==> src/rtl/uart_tx_fifo.sv <==
// uart_tx_fifo
//   UART transmitter with a small transmit FIFO in front of it. The data bit
//   count, parity mode and stop length are configurable at runtime. A break
//   request can force the line low.
//
// Ports
//   clk, reset       single clock, synchronous active-high reset
//   s_tick           oversample enable, one clk wide, OVS pulses per bit
//   tx_data/valid    write side of the FIFO; a write happens when tx_valid
//                    and tx_ready are both high on a rising edge
//   tx_ready         FIFO not full
//   dbit_select_i    000..100 selects 5..9 data bits, clamped to DBIT_MAX
//   sbit_select_i    00 = 1, 01 = 1.5, 1x = 2 stop bits
//   parity_select_i  001 even, 010 odd, 011 mark, 100 space, others none
//   break_i          hold the line low once the current frame has finished
//   tx               registered serial line, idle high
//   tx_busy          FSM is not idle
//   tx_done_tick     one-clk pulse after each completed data frame
//   fifo_count       number of words waiting in the FIFO
module uart_tx_fifo #(
    parameter int DBIT_MAX   = 9,
    parameter int OVS        = 16,
    parameter int FIFO_DEPTH = 4
) (
    input  logic                              clk,
    input  logic                              reset,
    input  logic                              s_tick,
    input  logic [DBIT_MAX-1:0]               tx_data,
    input  logic                              tx_valid,
    output logic                              tx_ready,
    input  logic [2:0]                        dbit_select_i,
    input  logic [1:0]                        sbit_select_i,
    input  logic [2:0]                        parity_select_i,
    input  logic                              break_i,
    output logic                              tx,
    output logic                              tx_busy,
    output logic                              tx_done_tick,
    output logic [$clog2(FIFO_DEPTH+1)-1:0]   fifo_count
);

    localparam int PW = $clog2(FIFO_DEPTH);
    localparam int CW = $clog2(FIFO_DEPTH + 1);
    localparam int TW = $clog2(2 * OVS);
    localparam logic [TW-1:0] OVS_LAST = TW'(OVS - 1);

    typedef enum logic [2:0] {IDLE, START, DATA, PARITY, STOP, BREAK} state_t;

    // ------------------------------------------------------------------
    // Transmit FIFO
    // ------------------------------------------------------------------
    logic [DBIT_MAX-1:0] mem [FIFO_DEPTH];
    logic [PW-1:0]       wr_ptr, rd_ptr;
    logic [CW-1:0]       count;
    logic                push, pop;
    logic [DBIT_MAX-1:0] fifo_head;

    assign tx_ready   = (count != CW'(FIFO_DEPTH));
    assign push       = tx_valid && tx_ready;
    assign fifo_head  = mem[rd_ptr];
    assign fifo_count = count;

    // Pointers wrap naturally because the depth is a power of two. A push
    // and a pop on the same edge cancel out in the count.
    always_ff @(posedge clk) begin
        if (reset) begin
            wr_ptr <= '0;
            rd_ptr <= '0;
            count  <= '0;
        end else begin
            if (push) begin
                mem[wr_ptr] <= tx_data;
                wr_ptr      <= wr_ptr + 1'b1;
            end
            if (pop) begin
                rd_ptr <= rd_ptr + 1'b1;
            end
            case ({push, pop})
                2'b10:   count <= count + 1'b1;
                2'b01:   count <= count - 1'b1;
                default: count <= count;
            endcase
        end
    end

    // ------------------------------------------------------------------
    // Decode of the live configuration. It only matters on the edge where
    // a word is popped; after that the frame runs on latched copies.
    // ------------------------------------------------------------------
    logic [3:0]          sel_bits;
    logic [DBIT_MAX-1:0] sel_mask;
    logic                sel_par_en, sel_par_val;
    logic [TW-1:0]       sel_stop_last;

    always_comb begin
        sel_bits = 4'(dbit_select_i) + 4'd5;
        if (sel_bits > 4'(DBIT_MAX)) begin
            sel_bits = 4'(DBIT_MAX);
        end
        sel_mask = '0;
        for (int i = 0; i < DBIT_MAX; i++) begin
            sel_mask[i] = (i < int'(sel_bits));
        end
        case (parity_select_i)
            3'b001:  begin sel_par_en = 1'b1; sel_par_val =  ^(fifo_head & sel_mask); end
            3'b010:  begin sel_par_en = 1'b1; sel_par_val = ~^(fifo_head & sel_mask); end
            3'b011:  begin sel_par_en = 1'b1; sel_par_val = 1'b1; end
            3'b100:  begin sel_par_en = 1'b1; sel_par_val = 1'b0; end
            default: begin sel_par_en = 1'b0; sel_par_val = 1'b0; end
        endcase
        case (sbit_select_i)
            2'b00:   sel_stop_last = TW'(OVS - 1);
            2'b01:   sel_stop_last = TW'(3 * OVS / 2 - 1);
            default: sel_stop_last = TW'(2 * OVS - 1);
        endcase
    end

    // ------------------------------------------------------------------
    // Transmit FSM
    // ------------------------------------------------------------------
    state_t              state, state_next;
    logic [TW-1:0]       tick_cnt, tick_next;
    logic [3:0]          bit_cnt, bit_next;
    logic [DBIT_MAX-1:0] shreg, shreg_next;
    logic [3:0]          nbits, nbits_next;
    logic [TW-1:0]       stop_last, stop_last_next;
    logic                par_en, par_en_next;
    logic                par_val, par_val_next;
    logic                brk_stop, brk_stop_next;
    logic                tx_next, done_next;
    logic                tick_end, start_frame;

    // State register. The tx line is registered on the same edge as the
    // state, so its value is derived from the next state.
    always_ff @(posedge clk) begin
        if (reset) begin
            state        <= IDLE;
            tick_cnt     <= '0;
            bit_cnt      <= '0;
            shreg        <= '0;
            nbits        <= 4'd8;
            stop_last    <= OVS_LAST;
            par_en       <= 1'b0;
            par_val      <= 1'b0;
            brk_stop     <= 1'b0;
            tx           <= 1'b1;
            tx_done_tick <= 1'b0;
        end else begin
            state        <= state_next;
            tick_cnt     <= tick_next;
            bit_cnt      <= bit_next;
            shreg        <= shreg_next;
            nbits        <= nbits_next;
            stop_last    <= stop_last_next;
            par_en       <= par_en_next;
            par_val      <= par_val_next;
            brk_stop     <= brk_stop_next;
            tx           <= tx_next;
            tx_done_tick <= done_next;
        end
    end

    // Next-state logic. A frame start (pop) can come from IDLE or straight
    // from the end of STOP, so it is handled once after the case statement.
    // brk_stop marks the mark period that follows a break, which finishes
    // without a done pulse.
    always_comb begin
        state_next     = state;
        tick_next      = tick_cnt;
        bit_next       = bit_cnt;
        shreg_next     = shreg;
        nbits_next     = nbits;
        stop_last_next = stop_last;
        par_en_next    = par_en;
        par_val_next   = par_val;
        brk_stop_next  = brk_stop;
        done_next      = 1'b0;
        pop            = 1'b0;
        start_frame    = 1'b0;
        tick_end       = s_tick && (tick_cnt == OVS_LAST);

        case (state)
            IDLE: begin
                if (break_i) begin
                    state_next = BREAK;
                end else if (count != '0) begin
                    start_frame = 1'b1;
                end
            end
            START: begin
                if (tick_end) begin
                    state_next = DATA;
                    tick_next  = '0;
                end else if (s_tick) begin
                    tick_next = tick_cnt + 1'b1;
                end
            end
            DATA: begin
                if (tick_end) begin
                    tick_next  = '0;
                    shreg_next = shreg >> 1;
                    if (bit_cnt == nbits - 4'd1) begin
                        state_next = par_en ? PARITY : STOP;
                    end else begin
                        bit_next = bit_cnt + 4'd1;
                    end
                end else if (s_tick) begin
                    tick_next = tick_cnt + 1'b1;
                end
            end
            PARITY: begin
                if (tick_end) begin
                    state_next = STOP;
                    tick_next  = '0;
                end else if (s_tick) begin
                    tick_next = tick_cnt + 1'b1;
                end
            end
            STOP: begin
                if (s_tick && (tick_cnt == stop_last)) begin
                    tick_next     = '0;
                    done_next     = !brk_stop;
                    brk_stop_next = 1'b0;
                    if (!break_i && (count != '0)) begin
                        start_frame = 1'b1;
                    end else begin
                        state_next = IDLE;
                    end
                end else if (s_tick) begin
                    tick_next = tick_cnt + 1'b1;
                end
            end
            BREAK: begin
                if (!break_i) begin
                    state_next     = STOP;
                    tick_next      = '0;
                    stop_last_next = OVS_LAST;
                    brk_stop_next  = 1'b1;
                end
            end
            default: state_next = IDLE;
        endcase

        if (start_frame) begin
            pop            = 1'b1;
            state_next     = START;
            tick_next      = '0;
            bit_next       = '0;
            shreg_next     = fifo_head;
            nbits_next     = sel_bits;
            stop_last_next = sel_stop_last;
            par_en_next    = sel_par_en;
            par_val_next   = sel_par_val;
        end

        case (state_next)
            START, BREAK: tx_next = 1'b0;
            DATA:         tx_next = shreg_next[0];
            PARITY:       tx_next = par_val_next;
            default:      tx_next = 1'b1;
        endcase
    end

    assign tx_busy = (state != IDLE);

endmodule

==> config.mk <==
export PLATFORM = sky130hd
export DESIGN_NAME = uart_tx_fifo
export DESIGN_NICKNAME = d
export VERILOG_FILES = /design/src/rtl/uart_tx_fifo.sv
export SDC_FILE = /design/constraint.sdc
export NUM_CORES = 1
export LEC_CHECK = 0
export ABC_AREA = 1
export BUFFER_PORTS_ARGS = -buffer_cell sky130_fd_sc_hd__buf_2
export CAP_MARGIN = 20
export CELL_PAD_IN_SITES_DETAIL_PLACEMENT = 1
export CELL_PAD_IN_SITES_GLOBAL_PLACEMENT = 2
export CORE_ASPECT_RATIO = 1.5
export CORE_MARGIN = 5
export CORE_UTILIZATION = 39
export CTS_CLUSTER_DIAMETER = 60
export CTS_CLUSTER_SIZE = 8
export DETAILED_ROUTE_END_ITERATION = 12
export PLACE_DENSITY = 0.82
export SLEW_MARGIN = 20
export SYNTH_ARGS = -nofsm -noshare
export SYNTH_HDL_FRONTEND = slang
export SYNTH_SLANG_ARGS = --single-unit
==> constraint.sdc <==
create_clock -name clk -period 5.95 [get_ports clk]
set_clock_uncertainty 0.05 [all_clocks]
set_input_delay 1.19 -clock clk [delete_from_list [all_inputs] [get_ports clk]]
set_output_delay 1.19 -clock clk [all_outputs]
set_load 0.05 [all_outputs]
# Word-level counts from Yosys, hierarchy flattened
# Memory sizes are Yosys's and may differ from the RTL's. A register that Yosys moved wholly into a read port is not among the register bits.
# Index checks and enable logic that the tools add are counted.
[totals] memories=1 register_bits=42 wordCells=132 ramBits=36 output_inout_bits=7
[classes] bitwise_logic=4 eq_ne=23 n_reduce_logical=28 n_lt_le_gt_ge=10 mux=43 addsub=8
[mem_list] memory="mem" words=4 width=9 read_ports=1 rd_ports_with_merged_regs=1 write_ports=1 line_no="51" rtl="logic [DBIT_MAX-1:0] mem [FIFO_DEPTH];"
[op_table] operator="5-bit 2-to-1 mux" n=7
[op_table] operator="3-bit 2-to-1 mux" n=10
[op_table] operator="9-bit 2-to-1 mux" n=3
[op_table] operator="3-bit by 2-bit == test with 1-bit output, second input constant" n=6
[op_table] operator="3-bit one-hot mux with 6 select lines" n=1
[op_table] operator="3-bit by 4-bit less-than comparator with 1-bit output, first input constant" n=4
[op_table] operator="5-bit one-hot mux with 3 select lines" n=1
[op_table] operator="3-bit == test, second input constant" n=4
[op_table] operator="1-bit 2-to-1 mux" n=12
[op_table] operator="5-bit one-hot mux with 2 select lines" n=1
[op_table] operator="2-bit nonzero test" n=5
[op_table] operator="9-bit bitwise AND" n=1
[op_table] operator="3-bit by 1-bit == test with 1-bit output, second input constant" n=3
[op_table] operator="3-bit nonzero test" n=3
[op_table] operator="9-bit XNOR reduction" n=1
[op_table] operator="9-bit parity" n=1
[op_table] operator="1-bit by 4-bit less-than comparator with 1-bit output, first input constant" n=2
[op_table] operator="2-bit by 4-bit less-than comparator with 1-bit output, first input constant" n=2
[op_table] operator="1-bit one-hot mux with 3 select lines" n=2
[op_table] operator="3-bit one-hot mux with 2 select lines" n=1
[op_table] operator="2-bit AND reduction" n=3
[op_table] operator="3-bit AND reduction" n=2
[op_table] operator="3-bit OR reduction" n=2
[op_table] operator="5-bit by 1-bit adder with 5-bit output, second input constant" n=1
[op_table] operator="26 further kinds" n=38

# Longest topological paths before layout
[depth] ltp_word=9 ltp_mapped=19 depth_no_buf=19

# Least setup slack after synthesis
# Ideal clock, no wire load.
[synth_path] path_kind="input to register" start="input port s_tick" end="register count[2] (netlist: fifo_count[2])" path_slack_ns=2.881 cell_stages=14 setup_ns=0.122 n_path_buf=1 arrival_time_ns=2.896 required_ns=5.778 path_cell_list="nand2_1 -> nor2_1 -> nand2_1 -> nand2_1 -> nand2_2 -> inv_2 -> buf_2 -> ha_1 -> inv_1 -> fa_1 -> a21oi_1 -> o21ai_0 -> o21ai_0 -> a21oi_1"
[synth_between] elab_chain_cells=6 word_cells_on_any_way=8
[synth_rtl] element="from (decl)" line_no="27" rtl="input logic s_tick,"
[synth_rtl] element="1-bit logical AND (*)" line_no="219" rtl="if (s_tick && (tick_cnt == stop_last)) begin"
[synth_rtl] element="1-bit 2-to-1 mux (*)" line_no="219"
[synth_rtl] element="1-bit one-hot mux with 2 select lines (*)" line_no="181" rtl="case (state)"
[synth_rtl] element="1-bit 2-to-1 mux (*)" line_no="243" rtl="if (start_frame) begin"
[synth_rtl] element="via pop" line_no="54" rtl="logic push, pop;"
[synth_rtl] element="2-bit by 1-bit == test with 1-bit output or 2-bit == test (tied branches)" line_no="77" rtl="case ({push, pop})"
[synth_rtl] element="3-bit one-hot mux with 2 select lines or 2-bit nonzero test (tied branches)"
[synth_rtl] element="to (signal assigned)" line_no="78" rtl="2'b10: count <= count + 1'b1;"
[synth_rtl] element="to (signal assigned)" line_no="79" rtl="2'b01: count <= count - 1'b1;"
[synth_rtl] element="to (signal assigned)" line_no="80" rtl="default: count <= count;"
[synth_rtl] element="to (decl)" line_no="53" rtl="logic [CW-1:0] count;"
# Mark *: on every way through the listed nets, which the timed path passes. The rest lies on a longest branch.
# A chain may end at the register's enable or synchronous reset.

# Final worst setup path
[layout_path] start="input port break_i" end="register count[2] (netlist: fifo_count[2])"
[layout_between] elab_chain_cells=8 word_cells_on_any_way=11
[layout_rtl] element="from (decl)" line_no="34" rtl="input logic break_i,"
[layout_rtl] element="1-bit logical NOT"
[layout_rtl] element="1-bit logical AND" line_no="223" rtl="if (!break_i && (count != '0)) begin"
[layout_rtl] element="1-bit 2-to-1 mux" line_no="223"
[layout_rtl] element="1-bit 2-to-1 mux" line_no="219"
[layout_rtl] element="1-bit one-hot mux with 2 select lines (*)" line_no="181"
[layout_rtl] element="1-bit 2-to-1 mux (*)" line_no="243"
[layout_rtl] element="2-bit by 1-bit == test with 1-bit output or 2-bit == test (tied branches)" line_no="77"
[layout_rtl] element="3-bit one-hot mux with 2 select lines or 2-bit nonzero test (tied branches)"
# Mark *: on every way between the ends. The rest lies on a longest branch, timed or not.

==> flow_metrics.py <==
metrics = {
    "floorplanning": {
        "fp.coreArea_um2": 9740,
        "rows": 44,
        "io_pins": 29,
        "die_w_um": 91.6,
        "die_h_um": 132,
        "die-area_um2": 12100,
        "start_util_pct": 39.9,
    },
    "timing": {
        "finalMaxSlewViolations": 0,
        "rsz0062_at_grt": "no",
        "slew_headroom_pct": 43.9,
        "fin_setup_tns_ns": 0,
        "tightest_slew_ns": 0.839,
        "setup_slack_ns": 2.79,
        "finalHoldViolations": 0,
        "hold_slack_ns": 0.361,
        "fin_crit_sh_pct": 53.1,
        "clock.fmax_ghz": 0.316,
        "period_needed_ns": 3.16,
        "setup_violations": 0,
    },
    "grt": {
        "grt_usage_pct": 15.4,
        "grt_max_degree": 21,
        "antenna_found_initial": 0,
        "overflow": 0,
        "grt_pass1_vias": 3286,
        "grt_pass1_wl_mm": 15.0,
    },
    "job": {
        "maxCapViolations": 0,
    },
    "critical_path": {
        "ff2ff_path_depth": 14,
        "crit_arrival_ns": 3.33,
        "critical-path-top-delay-family": "compound AO/OA/AOI/OAI gates",
        "critical_path.slowest_cell": "fa_1",
        "path_class": "input pin to flip-flop",
        "cp_num_cells": 13,
        "cp_cell_sequence": "buf_2 -> a31oi_1 -> inv_1 -> nor2_1 -> nand2_2 -> inv_2 -> ha_1 -> inv_1 -> fa_1 -> a21oi_1 -> o21ai_0 -> o21ai_0 -> a21oi_1",
        "crit_buf_inv": 4,
        "worstPathMaxFanout": 18,
        "rrSetupSlack_ns": 3.15,
        "start_kind": "input pin",
        "cp-end-kind": "flip-flop",
        "max_stage_delay_ns": 0.38,
        "required_ns": 6.12,
    },
    "yosys": {
        "synth_cell_types": 37,
        "synth_area_um2": 3890,
        "syn-num-nets": 508,
        "ys_seq_elements": 77,
        "yosysWarnings": 0,
        "syn_area_per_cell_um2": 8.21,
        "yosysSeqAreaShare_pct": 48.9,
        "syn_inst": 474,
    },
    "clock_network": {
        "insertion_delay_ns": 0.33,
        "htree_levels": 3,
        "postCtsSetupBuffers": 0,
        "clock_sinks": 77,
        "root_buffer": "clkbuf_16",
        "hold_buffers": 0,
        "cts_made_buffers": 9,
        "clkTransAtPathRegs_ns": 0.06,
        "cts_max_path_buffers": 2,
        "cts_tree": "built",
        "post_cts_resized": 0,
    },
    "routing": {
        "dr.pass1.iters": 4,
        "detail_route.wl_per_cell_um": 13.9,
        "vias": 3116,
        "routed_via_density": 5.01,
        "wl_mm": 8.62,
        "ant_nets": 0,
        "drc_errors": 0,
        "drt_iter0_markers": 110,
    },
    "layout": {
        "drive_gt1_share_pct": 14.2,
        "syn_to_final_growth_pct": 12.1,
        "num-nets-final": 536,
        "final_cell_count_no_fill": 622,
        "diodes": 0,
    },
    "placement": {
        "place_worst_setup_slack_ns": 2.39,
        "dpl.cell_count": 606,
        "gp_congestion": 0.763,
        "post-dp-hpwl_mm": 6.89,
        "numPortBuffers": 28,
    },
    "power_and_ir_drop": {
        "leakagePower_nw": 1.88,
        "powerDensity_nw_per_um2": 378,
        "irDropWorstVdd_mv": 0.216,
    },
    "run_status": {
        "outcome": "finished clean",
    },
    "hold_path": {
        "hold_path_class": "flip-flop to flip-flop",
        "hold_depth": 1,
    },
}
==> cells by family (layout without fill, tap and decap cells) <==
| group | Yosys count | in the layout | synth area share, % |
|---|---|---|---|
| fa+ha+maj | 12 | 12 | 4.05 |
| buf+inv | 76 | 109 | 8.61 |
| simple gates | 234 | 234 | 26.6 |
| compound gates | 65 | 65 | 9.58 |
| mux | 2 | 2 | 0.546 |
| xor+xnor | 8 | 8 | 1.80 |
| flops | 77 | 77 | 48.9 |
==> cells in the mapped netlist (all sizes together) <==
cell type / n / area share [%]
a211oi: 2 / 0.39
a21oi: 22 / 2.8
a31o: 1 / 0.23
a31oi: 9 / 1.4
and2: 1 / 0.16
buf: 7 / 1.9
clkbuf: 4 / 0.39
clkinv: 1 / 0.13
dfxtp: 41 / 21
edfxtp: 36 / 28
fa: 1 / 0.51
ha: 11 / 3.5
inv: 64 / 6.2
mux2: 1 / 0.29
mux2i: 1 / 0.26
nand2: 125 / 13
nand3: 45 / 6.9
nand4: 5 / 0.80
nor2: 53 / 5.2
nor3: 3 / 0.39
nor3b: 2 / 0.39
o2111ai: 2 / 0.45
o211ai: 2 / 0.39
o21a: 1 / 0.19
o21ai: 24 / 3.3
o221ai: 1 / 0.23
o22ai: 1 / 0.16
xnor2: 4 / 0.90
xor2: 4 / 0.90
==> where the power goes <==
| group | internal (mW) | switching [mW] | leakage [nW] | total (mW) |
|---|---|---|---|---|
| sequential | 0.615 | 0.0458 | 0.661 | 0.661 |
| combinational | 0.153 | 0.333 | 1.09 | 0.486 |
| clock | 0.292 | 0.210 | 0.136 | 0.502 |
==> per-stage QoR <==
stage | utilization [%] | power [mW] | instance area, um^2
floorplan | - | 1.06 | 3890
global placement | 41.9 | 1.15 | 4090
detailed placement | 41.9 | 1.17 | 4090
CTS | 44.8 | 1.67 | 4360
global route | 44.8 | 1.77 | 4360
finish | 44.8 | 1.65 | 4360
==> routing by layer <==
metal	GRT usage (%)	routed length (um)	up-vias
li1	-	-	1603
met1	16.2	3500	1474
met2	29.4	4760	27
met3	3.08	210	12
met4	5.70	151	0
met5	0	0	-
==> state kept, by name, indices dropped and copies added (netlist names), named ones only <==
signal	cells
wr_ptr	2
par_val	1
fifo_count	3
tick_cnt	5
rd_ptr	2
shreg	9
tx_done_tick	1
stop_last	2
nbits	4
state	3
bit_cnt	4
brk_stop	1
tx	1
mem	36
par_en	1
==> final timing paths <==
kind | start | to
worst max register to register | tick_cnt[1] | fifo_count[2]
worst max-delay path | break_i | fifo_count[2]
worst min-delay path | brk_stop | tx_done_tick
worst min register to register | brk_stop | tx_done_tick
==> placed cells by master, fill, tap and decap left out, types with 2 or more instances in the layout <==
master and instances:
nand2_1 116, inv_1 60, nor2_1 51, dfxtp_1 41, nand3_1 36, edfxtp_1 36
buf_2 28, a21oi_1 22, o21ai_0 20, ha_1 11, a31oi_1 9, nand2_2 9
nand3_2 9, clkbuf_16 9, nand4_1 5, xor2_1 4, inv_2 4, xnor2_1 4
nor3_1 3, clkinv_2 3, nor3b_1 2, o211ai_1 2, nor2_2 2, a211oi_1 2
o21ai_1 2, o21ai_2 2, o2111ai_1 2, clkinv_4 2
==> layout make-up <==
| class | count | area [um^2] |
|---|---|---|
| Fill cell | 1190 | 5380 |
| Clock buffer | 10 | 239 |
| Clock inverter | 6 | 38.8 |
| Timing Repair Buffer | 28 | 140 |
| Sequential cell | 77 | 1900 |
| Tap cell | 115 | 144 |
| Inverter | 65 | 245 |
| Multi-Input combinational cell | 321 | 1660 |
==> worst register-to-register path, delay by kind of cell, from the launching register on <==
kind / cells / cell delay, ns
adder cells (fa/ha/maj): 3 / 0.77
buffers and inverters: 2 / 0.39
AND/OR/NAND/NOR: 5 / 0.66
flip-flops: 1 / 0.35
AO/OA/AOI/OAI: 4 / 0.46
Note: power is estimated with default switching activity, not from simulation.
